$ cat src/rtl/mem_shift_reader_if.sv
// Bus bundle for mem_shift_reader: the write port from the shift-register writer,
// the read request, and the serial output stream with its ready/valid handshake.
interface mem_shift_reader_if #(
    parameter int DATAWIDTH = 8,
    parameter int ADDRWIDTH = 4
);
    logic                 wr_en_ff;
    logic [ADDRWIDTH-1:0] addr_ff;
    logic [DATAWIDTH-1:0] wr_data;
    logic                 rd_req;
    logic [ADDRWIDTH-1:0] rd_addr;
    logic                 ser_ready;
    logic                 busy;
    logic                 ser_out;
    logic                 ser_valid;
    logic                 ser_last;
    logic                 done;

    modport master (
        output wr_en_ff, addr_ff, wr_data, rd_req, rd_addr, ser_ready,
        input  busy, ser_out, ser_valid, ser_last, done
    );

    modport slave (
        input  wr_en_ff, addr_ff, wr_data, rd_req, rd_addr, ser_ready,
        output busy, ser_out, ser_valid, ser_last, done
    );
endinterface

$ cat src/rtl/mem_shift_reader.sv
// Small register-file memory whose words are read out MSB first as a serial
// stream with ready/valid flow control. Every output comes straight from a flop.
module mem_shift_reader #(
    parameter int DATAWIDTH = 8,
    parameter int ADDRWIDTH = 4
) (
    input logic               Clock,
    input logic               Clear,
    mem_shift_reader_if.slave bus
);
    localparam int DEPTH = 2 ** ADDRWIDTH;
    localparam int CW    = (DATAWIDTH > 1) ? $clog2(DATAWIDTH) : 1;

    typedef enum logic [1:0] {IDLE, LOAD, SHIFT, DONE} state_t;

    state_t               r_state, w_state_nxt;
    logic [DATAWIDTH-1:0] r_mem [DEPTH];
    logic [ADDRWIDTH-1:0] r_addr, w_addr_nxt;
    logic [DATAWIDTH-1:0] r_shift, w_shift_nxt, w_load_word;
    logic [CW-1:0]        r_cnt, w_cnt_nxt;
    logic                 r_busy, r_ser_out, r_ser_valid, r_ser_last, r_done;

    always_ff @(posedge Clock or negedge Clear) begin
        if (!Clear) begin
            for (int i = 0; i < DEPTH; i++) r_mem[i] <= '0;
        end else if (bus.wr_en_ff) begin
            r_mem[bus.addr_ff] <= bus.wr_data;
        end
    end

    // A write landing on the captured address in the LOAD cycle is forwarded,
    // since the array itself only updates at the end of that cycle.
    assign w_load_word = (bus.wr_en_ff && (bus.addr_ff == r_addr)) ? bus.wr_data
                                                                    : r_mem[r_addr];

    always_comb begin
        w_state_nxt = r_state;
        w_addr_nxt  = r_addr;
        w_shift_nxt = r_shift;
        w_cnt_nxt   = r_cnt;
        case (r_state)
            IDLE: begin
                if (bus.rd_req) begin
                    w_addr_nxt  = bus.rd_addr;
                    w_state_nxt = LOAD;
                end
            end
            LOAD: begin
                w_shift_nxt = w_load_word;
                w_cnt_nxt   = CW'(DATAWIDTH - 1);
                w_state_nxt = SHIFT;
            end
            SHIFT: begin
                if (bus.ser_ready) begin
                    if (r_cnt == '0) begin
                        w_state_nxt = DONE;
                    end else begin
                        w_shift_nxt = r_shift << 1;
                        w_cnt_nxt   = r_cnt - 1'b1;
                    end
                end
            end
            DONE:    w_state_nxt = IDLE;
            default: w_state_nxt = IDLE;
        endcase
    end

    // Outputs are computed from the next state so they line up with it.
    always_ff @(posedge Clock or negedge Clear) begin
        if (!Clear) begin
            r_state     <= IDLE;
            r_addr      <= '0;
            r_shift     <= '0;
            r_cnt       <= '0;
            r_busy      <= 1'b0;
            r_ser_out   <= 1'b0;
            r_ser_valid <= 1'b0;
            r_ser_last  <= 1'b0;
            r_done      <= 1'b0;
        end else begin
            r_state     <= w_state_nxt;
            r_addr      <= w_addr_nxt;
            r_shift     <= w_shift_nxt;
            r_cnt       <= w_cnt_nxt;
            r_busy      <= (w_state_nxt != IDLE);
            r_ser_out   <= (w_state_nxt == SHIFT) && w_shift_nxt[DATAWIDTH-1];
            r_ser_valid <= (w_state_nxt == SHIFT);
            r_ser_last  <= (w_state_nxt == SHIFT) && (w_cnt_nxt == '0);
            r_done      <= (w_state_nxt == DONE);
        end
    end

    assign bus.busy      = r_busy;
    assign bus.ser_out   = r_ser_out;
    assign bus.ser_valid = r_ser_valid;
    assign bus.ser_last  = r_ser_last;
    assign bus.done      = r_done;
endmodule

$ cat src/flat_wrapper.sv
// flat-port wrapper written by rule: the top's interface ports become plain ports
module mem_shift_reader_flat 
#(
    parameter int DATAWIDTH = 8,
    parameter int ADDRWIDTH = 4
)
  (Clock, Clear, bus_wr_en_ff, bus_addr_ff, bus_wr_data, bus_rd_req, bus_rd_addr, bus_ser_ready, bus_busy, bus_ser_out, bus_ser_valid, bus_ser_last, bus_done);
  mem_shift_reader_if #(.DATAWIDTH(DATAWIDTH), .ADDRWIDTH(ADDRWIDTH)) bus_i ();
  input logic Clock;
  input logic Clear;
  input wire logic [$bits(bus_i.wr_en_ff)-1:0] bus_wr_en_ff;
  input wire logic [$bits(bus_i.addr_ff)-1:0] bus_addr_ff;
  input wire logic [$bits(bus_i.wr_data)-1:0] bus_wr_data;
  input wire logic [$bits(bus_i.rd_req)-1:0] bus_rd_req;
  input wire logic [$bits(bus_i.rd_addr)-1:0] bus_rd_addr;
  input wire logic [$bits(bus_i.ser_ready)-1:0] bus_ser_ready;
  output wire logic [$bits(bus_i.busy)-1:0] bus_busy;
  output wire logic [$bits(bus_i.ser_out)-1:0] bus_ser_out;
  output wire logic [$bits(bus_i.ser_valid)-1:0] bus_ser_valid;
  output wire logic [$bits(bus_i.ser_last)-1:0] bus_ser_last;
  output wire logic [$bits(bus_i.done)-1:0] bus_done;
  assign bus_i.wr_en_ff = bus_wr_en_ff;
  assign bus_i.addr_ff = bus_addr_ff;
  assign bus_i.wr_data = bus_wr_data;
  assign bus_i.rd_req = bus_rd_req;
  assign bus_i.rd_addr = bus_rd_addr;
  assign bus_i.ser_ready = bus_ser_ready;
  assign bus_busy = bus_i.busy;
  assign bus_ser_out = bus_i.ser_out;
  assign bus_ser_valid = bus_i.ser_valid;
  assign bus_ser_last = bus_i.ser_last;
  assign bus_done = bus_i.done;
  mem_shift_reader #(.DATAWIDTH(DATAWIDTH), .ADDRWIDTH(ADDRWIDTH)) u_core (.Clock(Clock), .Clear(Clear), .bus(bus_i));
endmodule
$ cat config.mk
export PLATFORM = sky130hd
export DESIGN_NAME = mem_shift_reader_flat
export DESIGN_NICKNAME = d
export VERILOG_FILES = /design/src/rtl/mem_shift_reader_if.sv /design/src/rtl/mem_shift_reader.sv /design/src/flat_wrapper.sv
export SDC_FILE = /design/constraint.sdc
export NUM_CORES = 1
export LEC_CHECK = 0
export ABC_AREA = 1
export ABC_CLOCK_PERIOD_IN_PS = 2090
export BUFFER_PORTS_ARGS = -buffer_cell sky130_fd_sc_hd__buf_2
export CORE_ASPECT_RATIO = 2
export CORE_MARGIN = 2
export CORE_UTILIZATION = 55
export CTS_CLUSTER_SIZE = 40
export DETAILED_ROUTE_END_ITERATION = 7
export PLACE_DENSITY = 0.69
export SYNTH_ARGS = -nofsm -noshare
export SYNTH_HDL_FRONTEND = slang
export SYNTH_SLANG_ARGS = --single-unit
$ cat constraint.sdc
create_clock -name Clock -period 2.09 [get_ports Clock]
set_clock_uncertainty 0.15 [all_clocks]
set_input_delay 0.1045 -clock Clock [delete_from_list [all_inputs] [get_ports Clock]]
set_output_delay 0.1045 -clock Clock [all_outputs]
set_load 0.05 [all_outputs]
==> Yosys cells after proc, flatten, opt, wreduce, memory -nomap -nowiden <==
Index checks and enable logic that the tools add are counted.
{ "classes": {"muxes": 17, "order_cmp": 3, "reduce_logical": 11, "n_addsub": 1, "eq_ne": 8, "bitwise_logic": 2} }
{ "ops": {"columns": ["cell", "n"], "rows": [
  ["bitwise mux 128 bit", 1],
  ["2-to-1 mux 8 bit", 6],
  ["binary-select mux 8 bit (select 4 bit)", 1],
  ["demux 8 bit (select 4 bit)", 1],
  ["one-hot mux 8 bit (2 select lines)", 1],
  [">= comparator 5 bit, second input constant", 2],
  ["NOT 4 -> 5 bit", 2],
  ["equality test 2 bit, second input constant", 4],
  ["one-hot mux 2 bit (4 select lines)", 1],
  ["zero test 3 bit", 2],
  ["2-to-1 mux 2 bit", 3],
  ["2-to-1 mux 3 bit", 2],
  ["one-hot mux 3 bit (2 select lines)", 1],
  ["< comparator 5 x 1 -> 1 bit, second input constant", 1],
  ["equality test 4 bit", 1],
  ["logical AND 1 bit", 4],
  ["!= test 2 bit, second input constant", 2],
  ["nonzero test 2 bit", 2],
  ["AND reduction 3 bit", 1],
  ["subtractor 3 x 1 -> 3 bit, second input constant", 1],
  ["equality test 2 x 1 -> 1 bit, second input constant", 1],
  ["zero test 2 bit", 1],
  ["AND reduction 2 bit", 1]
]} }
{ "totals": {"output_inout_bits": 5, "inputBits": 21, "word_cells": 68, "reg_bits": 150} }

==> Logic depth before layout (Yosys ltp) <==
Gate-level depths: netlist of the first run.
{ "depth": {"depth_word": 7, "depth_mapped": 13, "mapped_depth_nobuf": 11} }

==> Worst setup path after synthesis of the first run <==
OpenSTA, ideal clock, no wires.
{ "synth_path": {"kind": "reg-to-reg", "start": "register u_core.r_state[0]", "end": "register u_core.r_ser_last, in the netlist u_core.bus.ser_last", "setup_slack_ns": 0.467, "synth_period_minus_slack_ns": 1.623, "setup_time_ns": 0.101, "n_path_buf": 0, "stages_incl_launch_ff": 8, "required_ns": 1.839, "t_arrival_ns": 1.372, "cell_sequence": "dfrtp_1 -> inv_1 -> ha_1 -> nand2_1 -> inv_1 -> a21oi_1 -> o21ai_0 -> nor4_1"} }
{ "synth_via": {"elab_cells_between_ends": 12, "cone_classes": "eq/ne: 4; mux: 5; reduce/logical: 3"} }
{ "synth_lines": {"columns": ["element", "line_no", "rtl"], "rows": [
  ["start, declared", "mem_shift_reader.sv:16", "state_t r_state, w_state_nxt;"],
  ["start signal, assigned", "mem_shift_reader.sv:81", "r_state <= w_state_nxt;"],
  ["equality test 2 bit, or another cell as far along", "mem_shift_reader.sv:41", "case (r_state)"],
  ["one-hot mux 2 bit (4 select lines) *", "mem_shift_reader.sv:41", null],
  ["named net u_core.w_state_nxt[1]", "mem_shift_reader.sv:16", null],
  ["equality test 2 bit *", "mem_shift_reader.sv:88", "r_ser_last <= (w_state_nxt == SHIFT) && (w_cnt_nxt == '0);"],
  ["logical AND 1 bit *", "mem_shift_reader.sv:88", null],
  ["end signal, assigned", "mem_shift_reader.sv:88", null],
  ["end, declared", "mem_shift_reader.sv:21", "logic r_busy, r_ser_out, r_ser_valid, r_ser_last, r_done;"]
]} }
Mark *: on every way through the listed nets, which the timed path passes. The rest lies on a longest branch.
A chain may end at the register's enable or synchronous reset.

==> Worst setup path after layout of the first run <==
{ "layout_path": {"start": "register u_core.r_state[0]", "end": "register u_core.r_addr[0]"} }
{ "layout_via": {"elab_chain_cells": 2} }
{ "layout_rtl": {"columns": ["element", "line_no", "rtl"], "rows": [
  ["zero test 2 bit", "mem_shift_reader.sv:41", null],
  ["AND reduction 2 bit (no source line)", null, null],
  ["end signal, assigned", "mem_shift_reader.sv:82", "r_addr <= w_addr_nxt;"],
  ["end, declared", "mem_shift_reader.sv:18", "logic [ADDRWIDTH-1:0] r_addr, w_addr_nxt;"]
]} }
No other way between the ends.

==> results of run 1 <==
-- per-stage QoR --
| step | instances | hold slack [ns] | total power (uW) | instance area [um2] |
|---|---|---|---|---|
| finish | 1148 | 0.0131 | 11000 | 8360 |
| global route | 1148 | 0.0138 | 11700 | 8360 |
| CTS | 1148 | 0.00216 | 11000 | 8360 |
| detailed placement | 1100 | -0.0397 | 8100 | 7640 |
| global placement | 1100 | -0.0384 | 8040 | 7640 |
| floorplan | 950 | -0.341 | 6760 | 7320 |
-- power by group through the flow --
| stage | sequential (uW) | combinational [uW] | clock, uW |
|---|---|---|---|
| finish | 3950 | 4160 | 2890 |
| global route | 4030 | 4670 | 3050 |
| CTS | 3940 | 4170 | 2920 |
| detailed placement | 3990 | 4120 | 0 |
| global placement | 3980 | 4060 | 0 |
| floorplan | 4010 | 2750 | 0 |
-- kinds of logic (layout without fill, tap and decap cells) --
family / after synthesis / after routing / share of synthesized area (%)
buf+inv: 135 / 181 / 7.78
flops: 150 / 150 / 51.3
xor+xnor: 2 / 2 / 0.239
fa+ha+maj: 6 / 6 / 1.03
simple gates: 495 / 495 / 28.3
compound gates: 162 / 162 / 11.4
-- registers in the layout (all words and copies together) (netlist names) --
name                  flops
u_core.r_addr             4
u_core.bus.ser_out        1
u_core.bus.ser_valid      1
u_core.bus.busy           1
u_core.r_mem            128
u_core.r_cnt              3
u_core.bus.done           1
u_core.r_shift            8
u_core.bus.ser_last       1
u_core.r_state            2
-- path summary, 6_finish.rpt --
kind                                   startpoint           endpoint  cells past startpoint
worst max register to register  u_core.r_state[0]   u_core.r_addr[0]                      7
min in group asynchronous                   Clear   u_core.r_mem[28]                      2
worst min register to register   u_core.r_mem[40]   u_core.r_mem[40]                      2
worst min-delay path                   bus_rd_req   u_core.r_addr[2]                      4
max in group asynchronous                   Clear  u_core.r_mem[108]                      3
worst max-delay path            u_core.r_state[0]   u_core.r_addr[0]                      7
-- worst register-to-register path, cell delays in order (launching register included) --
cell and delay (ns):
dfrtp_1 0.39, inv_1 0.12, ha_1 0.16, nand2_1 0.06, buf_4 0.18, nor2_1 0.09
a21oi_1 0.04, dlygate4sd3_1 0.55
-- cell usage in the layout, fill, tap and decap left out, types with 12 or more instances in the layout --
| master | synthesis | final |
|---|---|---|
| nand2_1 | 351 | 351 |
| dfrtp_1 | 150 | 149 |
| o21ai_0 | 132 | 132 |
| nand3_1 | 80 | 80 |
| inv_1 | 78 | 78 |
| nor2_1 | 50 | 50 |
| buf_2 | 23 | 24 |
| clkbuf_16 | 0 | 17 |
| buf_4 | 3 | 17 |
| dlygate4sd3_1 | 0 | 16 |
| a21oi_1 | 12 | 12 |
-- layer usage --
layer / wire, um / part of all wire, % / GRT usage (%) / vias to the layer above
li1: - / - / - / 3082
met1: 7830 / 40 / 34.7 / 2909
met2: 9840 / 50 / 48.3 / 176
met3: 626 / 3.2 / 4.34 / 66
met4: 1270 / 6.5 / 18.6 / 0
met5: 0 / 0 / 0 / -
-- area by class of cell --
| class | count | area (um2) | share of cell area [%] |
|---|---|---|---|
| clock buffer | 18 | 439 | 5.26 |
| clock inverter | 14 | 116 | 1.39 |
| inverter | 85 | 319 | 3.82 |
| multi-input combinational | 665 | 3000 | 35.9 |
| sequential | 150 | 3750 | 44.9 |
| tap | 152 | 190 | 2.28 |
| timing repair buffer | 64 | 539 | 6.45 |
==> impl_results.md, run 1 <==
- Antenna Nets Post-Route: 0
- Core ar.: 13,000 um2
- IR Drop Worst-Case VDD: 0.851 mV
- Slowest stage cell, crit path: dlygate4sd3_1
- Setup TNS: 0 ns
- Final Net Count: 1,010
- Drt via density: 5.43
- First-pass GRT wire length: 31,900 um
- Dominant cells by area after synthesis: dfrtp_1, nand2_1, o21ai_0
- Setup CP Type: flip-flop to flip-flop
- Net Sw Frac: 40.0%
- Syn nets: 977
- Fill cell count: 1,161
- Tcrit/Tclk final: 89.2%
- Post-Route WL: 19,600 um
- Final Max Slew Viols: 0
- MaxCap Viol Count: 0
- Number of synthesis warnings: 0
- Die area: 14,300 um2
- Post-DP HPWL: 13,200 um
- Die height: 167 um
- Worst Path Buf+Inv: 3
- Worst-path clk slew: 0.07 ns
- Synth top cells by count: nand2_1, dfrtp_1, o21ai_0
- CTS Hold Bufs: 16
- PD cells: 1320 nW/um2
- Switch Pwr: 4400 uW
- Number of enable flip-flop cells after synthesis: 0
- Worst Path Max Fanout: 7
- CTS Root Cell: clkbuf_16
- TritonCTS buffer count: 17
- Minimum clock period: 1.87 ns
- Synthesized area per cell: 7.71 um2
- Post-DR wirelength/cell: 17.0 um
- Synth Flop Type: dfrtp_1
- Critical path cell sequence: inv_1, ha_1, nand2_1, buf_4, nor2_1, a21oi_1, dlygate4sd3_1
- Via count: 6,233
- Port bufs: 25
- Top-count cell post-synth: nand2_1
- Clk_lat worst skew: 0.43 ns
- Post-synthesis sequential area ratio: 51.3%
- HP Class: input pin to flip-flop
- Netlist cell types: 29
- Initial antenna violation count: 0
- Required time of the worst setup path: 2.25 ns
- Post-synth ARST share: 100%
- CTS tree: done
- Mapped cell area: 7320 um2
- GRT overflow: 0
- Clk pwr share: 26.3%
- Status: complete, no violations
- Area Overhead vs Synth: 14.2%
- Share of cells above drive strength 1: 9.94%
- F_max: 536 MHz
- Ant diodes: 0
- Pint: 6600 uW
- Post-Syn Instances: 950
- Total iterations of the first detailed-routing run: 4
- Combinational share of power: 37.8%
- Post-CTS setup buffers: 0
- Reg power frac: 35.9%
- H-tree depth: 4
- Number of placed I/O pins: 26
- Unrepaired setup endpoints after global routing: no
- Slowest Stage Delay on Critical Path: 0.55 ns
- Critical Path AT: 2.03 ns
- Area leader, netlist: dfrtp_1
- Final Hold Viols: 0
- Max clock buf depth: 2
- Final setup margin: 0.225 ns
- Crit path capture type: flip-flop
- Family with the most delay on the worst path: buffers and inverters
- Num rows: 59
- Largest net degree at the start of global routing: 57
- Count of final setup violators: 0
- #FFs+latches synth: 150
- Via count of the first global-routing pass: 6,347
- Place WS: 0.212 ns
- Post-synth top area share: 51.3%
- Tot GR Track Use: 29.1%
- Final Wtd Congestion: 0.862
- Relative slew slack: 53.7%
- Worst-margin pin slew: 0.694 ns
- Util after Layout: 64.3%
- Setup crit start kind: flip-flop
- Sink Count: 150
- Post_cts resized: 0
- Detailed-route DRC error count: 0
- FF-to-FF setup slack: 0.22 ns
- DRT iter0 DRCs: 469
- Lkg Pwr: 0.00427 uW
- Die X: 85.6 um
- Initial Utilization: 56.3%
No activity file was read; power rests on OpenSTA's default activity.
==> inputs of run 2 (changes only) <==
--- a/config.mk
+++ b/config.mk
@@ -6,7 +6,7 @@
 export NUM_CORES = 1
 export LEC_CHECK = 0
 export ABC_AREA = 1
-export ABC_CLOCK_PERIOD_IN_PS = 2090
+export ABC_CLOCK_PERIOD_IN_PS = 2000
 export BUFFER_PORTS_ARGS = -buffer_cell sky130_fd_sc_hd__buf_2
 export CORE_ASPECT_RATIO = 2
 export CORE_MARGIN = 2
@@ -17,3 +17,4 @@
 export SYNTH_ARGS = -nofsm -noshare
 export SYNTH_HDL_FRONTEND = slang
 export SYNTH_SLANG_ARGS = --single-unit
+export TNS_END_PERCENT = 50
==> constraint.sdc (replaced) <==
create_clock -name Clock -period 2 [get_ports Clock]
set_clock_uncertainty 0.15 [all_clocks]
set_input_delay 0.1 -clock Clock [delete_from_list [all_inputs] [get_ports Clock]]
set_output_delay 0.1 -clock Clock [all_outputs]
set_load 0.05 [all_outputs]
==> run 2 against run 1 <==
  * Sequential power up 5%
  * First-iteration DRC count rose by 13%
  * Clock-buffer cell count is 1 lower
  * Hold slack worse by 0.011 ns
  * Die area did not move
  * Global-route usage rose by 0.40 points
  * Combinational power up 7.0%
  * Utilization is 0.95 points higher
  * Cell area grew 1.5%
  * Largest cell class unchanged
  * Highest routed layer unchanged
==> impl_results.md, run 2 (synthesis results as in run 1) <==
- Via count: 6,322 (+1.4%)
- Most common cell after layout, fill and taps aside: nand2_1
- HP Class: input pin to flip-flop
- Drt via density: 5.50 (+1.3%)
- Worst-path clk slew: 0.07 ns (about the same)
- First-pass GRT wire length: 32,100 um (+0.69%)
- Area Overhead vs Synth: 15.8%
- Crit path capture type: flip-flop
- Largest regs: u_core.r_mem: 128 flops, u_core.r_shift: 8 flops, u_core.r_addr: 4 flops
- Die height: 167 um (unchanged)
- Minimum clock period: 1.82 ns (-0.0414 ns)
- Critical Path AT: 2.00 ns (-0.03 ns)
- Die area: 14,300 um2 (unchanged)
- TritonCTS buffer count: 17 (unchanged)
- Tot GR Track Use: 29.5% (+0.40 points)
- Via count of the first global-routing pass: 6,133 (-3.4%)
- Detailed-route DRC error count: 0 (unchanged)
- Initial antenna violation count: 0 (unchanged)
- Final Hold Viols: 0 (unchanged)
- GRT overflow: 0 (unchanged)
- Tcrit/Tclk final: 91.2% (+1.9 points)
- Ant diodes: 0 (unchanged)
- Design Power: 12,100 uW (+10%)
- Final Max Slew Viols: 0 (unchanged)
- Max clock buf depth: 2 (unchanged)
- Relative slew slack: 50.4% (-3.3 points)
- Port bufs: 25 (unchanged)
- Util after Layout: 65.3% (+0.95 points)
- CTS Root Cell: clkbuf_16
- Initial Utilization: 56.3% (unchanged)
- Status: complete, no violations
- Worst-margin pin slew: 0.743 ns (+0.0490 ns)
- Sink Count: 150 (unchanged)
- Share of cells above drive strength 1: 10.4% (+0.48 points)
- Required time of the worst setup path: 2.17 ns (-0.08 ns)
- Number of placed I/O pins: 26 (unchanged)
- Core ar.: 13,000 um2 (unchanged)
- Post-Route WL: 19,800 um (+1.2%)
- Clk_lat worst skew: 0.43 ns (about the same)
- PD cells: 1430 nW/um2 (+8.8%)
- Max reg flops: 128 (unchanged)
- MaxCap Viol Count: 0 (unchanged)
- Post-CTS setup buffers: 0 (unchanged)
- Setup crit start kind: flip-flop
- Total iterations of the first detailed-routing run: 5 (+1)
- Commonest cells after routing, fill and taps aside: nand2_1, dfrtp_1, o21ai_0, nand3_1, inv_1
- IR Drop Worst-Case VDD: 0.804 mV (-5.5%)
- Final Net Count: 1,012 (+0.20%)
- Setup CP Type: flip-flop to flip-flop
- Most flops, register: u_core.r_mem
- Num rows: 59 (unchanged)
- F_max: 548 MHz (+2.3%)
- CTS tree: done
- Largest net degree at the start of global routing: 56 (-1.8%)
- Die X: 85.6 um (unchanged)
- Setup TNS: 0 ns (unchanged)
- Unrepaired setup endpoints after global routing: no
- Post-DR wirelength/cell: 17.2 um (+1.0%)
- H-tree depth: 4 (unchanged)
- Worst Path Max Fanout: 28 (+21)
- DRT iter0 DRCs: 530 (+13%)
- Fill cell count: 1,142 (-1.6%)
- Antenna Nets Post-Route: 0 (unchanged)
- Final Wtd Congestion: 0.904 (+4.9%)
- Count of final setup violators: 0 (unchanged)
- Lkg Pwr: 0.00433 uW (+1.5%)
- Post-DP HPWL: 13,500 um (+1.9%)
-- run 2: power by group --
group | switching [uW] | internal [uW]
combinational | 2890 | 1560
clock | 1400 | 2150
sequential | 388 | 3760
total | 4680 | 7470
-- run 2: metrics by stage --
step | std cells | setup slack [ns] | hold WS [ns] | instance area (um2)
final | 1150 | 0.176 | 0.00228 | 8480
after global routing | 1150 | 0.0191 | 0.0411 | 8480
after CTS | 1150 | 0.176 | 0.00346 | 8480
after detailed placement | 1103 | 0.196 | -0.0553 | 7680
after global placement | 1103 | 0.238 | -0.0596 | 7680
after floorplan | 950 | 0.377 | -0.346 | 7320
-- run 2: final timing paths --
check,start,cells past startpoint,slack (ns),endpoint
worst max-delay path,u_core.r_addr[0],12,0.18,u_core.r_shift[6]
worst min-delay path,bus_rd_req,4,0.002,u_core.r_addr[0]
worst max register to register,u_core.r_addr[0],12,0.18,u_core.r_shift[6]
worst min register to register,u_core.r_mem[8],2,0.33,u_core.r_mem[8]
max in group asynchronous,Clear,3,0.98,u_core.r_shift[0]
min in group asynchronous,Clear,2,0.04,u_core.r_mem[10]
-- run 2: repair_timing --
action	4_1_cts	5_1_grt
gates resized for setup	0	2
hold endpoints to repair	175	0
endpoints found under the setup margin	0	1
hold buffers	15	0
-- run 2: layout make-up --
| type | count | area (um2) | area share [%] |
|---|---|---|---|
| well taps | 152 | 190 | 2.24 |
| inverters | 85 | 319 | 3.76 |
| flip-flops and latches | 150 | 3750 | 44.3 |
| clock buffers | 17 | 425 | 5.02 |
| multi-input cells | 665 | 3000 | 35.4 |
| repair buffers | 66 | 564 | 6.65 |
| clock inverters | 15 | 226 | 2.67 |
-- run 2: critical path: stages, from the launching register on --
cell,delay [ns]
dfrtp_2,0.43
inv_2,0.09
buf_12,0.17
nand2_1,0.07
nand2_1,0.08
nor2_4,0.11
nand3_4,0.20
nor2_1,0.16
nor2_1,0.05
nand2_1,0.07
nand2_1,0.04
nand2_1,0.05
nand2_1,0.04
-- run 2: routing by layer --
metal,global-route usage (%),up-vias,part of all wire [%]
li1,-,3088,-
met4,22.1,0,8.0
met2,47.0,210,49
met1,35.3,2945,39
met5,0,-,0
met3,4.78,79,4.0
==> inputs of run 3 (changes only) <==
==> constraint.sdc (replaced) <==
create_clock -name Clock -period 2 [get_ports Clock]
set_clock_uncertainty 0.15 [all_clocks]
set_input_delay 0.2 -clock Clock [delete_from_list [all_inputs] [get_ports Clock]]
set_output_delay 0.2 -clock Clock [all_outputs]
set_load 0.05 [all_outputs]
==> run 3 against run 2 <==
  * Cell count did not move
  * Maximum frequency fell by 2.7%
  * Clock power fell by 6.2%
  * Clock-buffer cell count rose by 3
  * Wire length rose by 1.6%
  * Utilization fell by 0.35 points
  * Non-clock buffer count did not move
  * Via count rose by 0.54%
  * Cell area fell by 0.53%
  * Hold slack improved by 0.011 ns
  * Sequential cell count did not move
  * Largest power group unchanged
  * Highest routed layer unchanged
==> impl_results.md, run 3 (synthesis results as in run 1) <==
- Status: complete, no violations
- Via count of the first global-routing pass: 6,090 (-0.70%)
- Unrepaired setup endpoints after global routing: no
- Relative slew slack: 51.0% (+0.57 points)
- Fill cell count: 1,184 (+3.7%)
- Die X: 85.6 um (unchanged)
- TritonCTS buffer count: 17 (unchanged)
- Hold depth: 4 (unchanged)
- R2r worst-path depth: 12 (unchanged)
- Worst Path Max Fanout: 28 (unchanged)
- Max reg flops: 128 (unchanged)
- Design Power: 11,900 uW (-1.8%)
- MaxCap Viol Count: 0 (unchanged)
- First-pass GRT wire length: 32,100 um (about the same)
- Total iterations of the first detailed-routing run: 7 (+2)
- GRT overflow: 0 (unchanged)
- CTS tree: done
- Initial Utilization: 56.3% (unchanged)
- Num rows: 59 (unchanged)
- Worst-path clk slew: 0.06 ns (about the same)
- Slowest Stage Delay on Critical Path: 0.43 ns (about the same)
- Critical Path Start: u_core.r_addr[0]
- Largest regs: u_core.r_mem: 128 flops, u_core.r_shift: 8 flops, u_core.r_addr: 4 flops
- Clk_lat worst skew: 0.43 ns (about the same)
- Setup TNS: 0 ns (unchanged)
- Initial antenna violation count: 0 (unchanged)
- Top cell by count, worst path: nand2_1
- Worst-margin pin slew: 0.734 ns (-0.00859 ns)
- Area Overhead vs Synth: 15.2%
- PD cells: 1410 nW/um2 (-1.2%)
- Most flops, register: u_core.r_mem
- WHS Endpoint: u_core.r_addr[3]
- Final Wtd Congestion: 0.894 (-1.2%)
- Max clock buf depth: 2 (unchanged)
- Critical Path AT: 2.05 ns (+0.05 ns)
- Placed Cells: 1,105 (+0.18%)
- Crit path capture type: flip-flop
- Tcrit/Tclk final: 93.7% (+2.5 points)
- Commonest cells after routing, fill and taps aside: nand2_1, dfrtp_1, o21ai_0, nand3_1, inv_1
- Die height: 167 um (unchanged)
- Setup crit start kind: flip-flop
- Finished Layout Cells: 1,150 (unchanged)
- Number of placed I/O pins: 26 (unchanged)
- RR Endpoint: u_core.r_shift[6]
- DRT iter0 DRCs: 448 (-15%)
- Hold_sp: bus_rd_req
- Core ar.: 13,000 um2 (unchanged)
- Final Max Slew Viols: 0 (unchanged)
- Post-DP HPWL: 13,600 um (+0.72%)
- Worst hold slack: 0.0128 ns (+0.0105 ns)
- F_max: 534 MHz (-2.7%)
- IR Drop Worst-Case VDD: 0.788 mV (-1.9%)
- Final Hold Viols: 0 (unchanged)
- Area taken by multi-input logic gates: 3000 um2 (about the same)
- Die area: 14,300 um2 (unchanged)
- FF-to-FF Start: u_core.r_addr[0]
- Detailed-route DRC error count: 0 (unchanged)
- Antenna Nets Post-Route: 0 (unchanged)
- Count of final setup violators: 0 (unchanged)
- Tot GR Track Use: 29.6% (+0.051 points)
- Largest net degree at the start of global routing: 52 (-7.1%)
- Most common cell after layout, fill and taps aside: nand2_1
- Via count: 6,356 (+0.54%)
- Setup CP Type: flip-flop to flip-flop
- Drt via density: 5.53 (+0.54%)
- Slowest stage cell, crit path: dfrtp_2
- Final Net Count: 1,012 (unchanged)
- Port bufs: 25 (unchanged)
- Post-DR wirelength/cell: 17.5 um (+1.6%)
- Post-Route WL: 20,100 um (+1.6%)
- Required time of the worst setup path: 2.17 ns (about the same)
- HP Class: input pin to flip-flop
- Critical path cell sequence: inv_2, buf_12, nand2_1, nand2_1, nor2_4, nand3_4, nor2_1, nor2_1, nand2_1, nand2_1, nand2_1, nand2_1
- Minimum clock period: 1.87 ns (+0.0497 ns)
- CTS Root Cell: clkbuf_16
- Ant diodes: 0 (unchanged)
- H-tree depth: 4 (unchanged)
- FF-to-FF setup slack: 0.13 ns (-0.05 ns)
- Storage element area: 3750 um2 (unchanged)
- Share of cells above drive strength 1: 10.2% (-0.20 points)
- Post-CTS setup buffers: 0 (unchanged)
- Sink Count: 150 (unchanged)
- Lkg Pwr: 0.00430 uW (-0.74%)
==> run 3: final cells by class <==
type	instances	share of cell area (%)
inverter	85	3.78
multi-input combinational	665	35.5
clock buffer	20	5.30
timing repair buffer	66	6.63
sequential	150	44.5
clock inverter	12	1.99
tap	152	2.25
==> run 3: critical path, delay by kind of cell (launching register included) <==
kind	cells	cell delay, ns
simple gates	10	0.91
flops	1	0.43
buf+inv	2	0.26
==> run 3: how the worst max path moves through the flow <==
stage | end | cells past startpoint
final | u_core.r_shift[6] | 12
after global placement | u_core.r_shift[2] | 12
after global routing | u_core.bus.ser_last | 7
after floorplan | u_core.bus.ser_last | 7
after detailed placement | u_core.bus.ser_last | 7
after CTS | u_core.r_shift[6] | 12
==> run 3: per-stage QoR <==
step                util [%]  cell area (um2)  setup WS (ns)
floorplan                  -             7320          0.377
global placement        59.2             7690          0.238
detailed placement      59.2             7690          0.192
CTS                     64.9             8440          0.157
global route            64.9             8440        0.00999
finish                  64.9             8440          0.127
==> run 3: what timing repair did <==
action	in CTS	in global routing
hold buffers	13	0
gates resized for setup	0	0
hold endpoints to repair	169	0
==> run 3: metal layers <==
layer  track usage, %  up-vias  part of all wire [%]
met5                0        -                     0
met4             18.3        0                   6.7
met3             5.08       71                   4.4
met2             49.3      219                    52
met1             34.9     2978                    37
li1                 -     3088                     -
==> run 3: where the power goes <==
group	internal (uW)	switching, uW
Combinational	1550	2900
Clock	2020	1310
Sequential	3760	396
Total	7330	4600
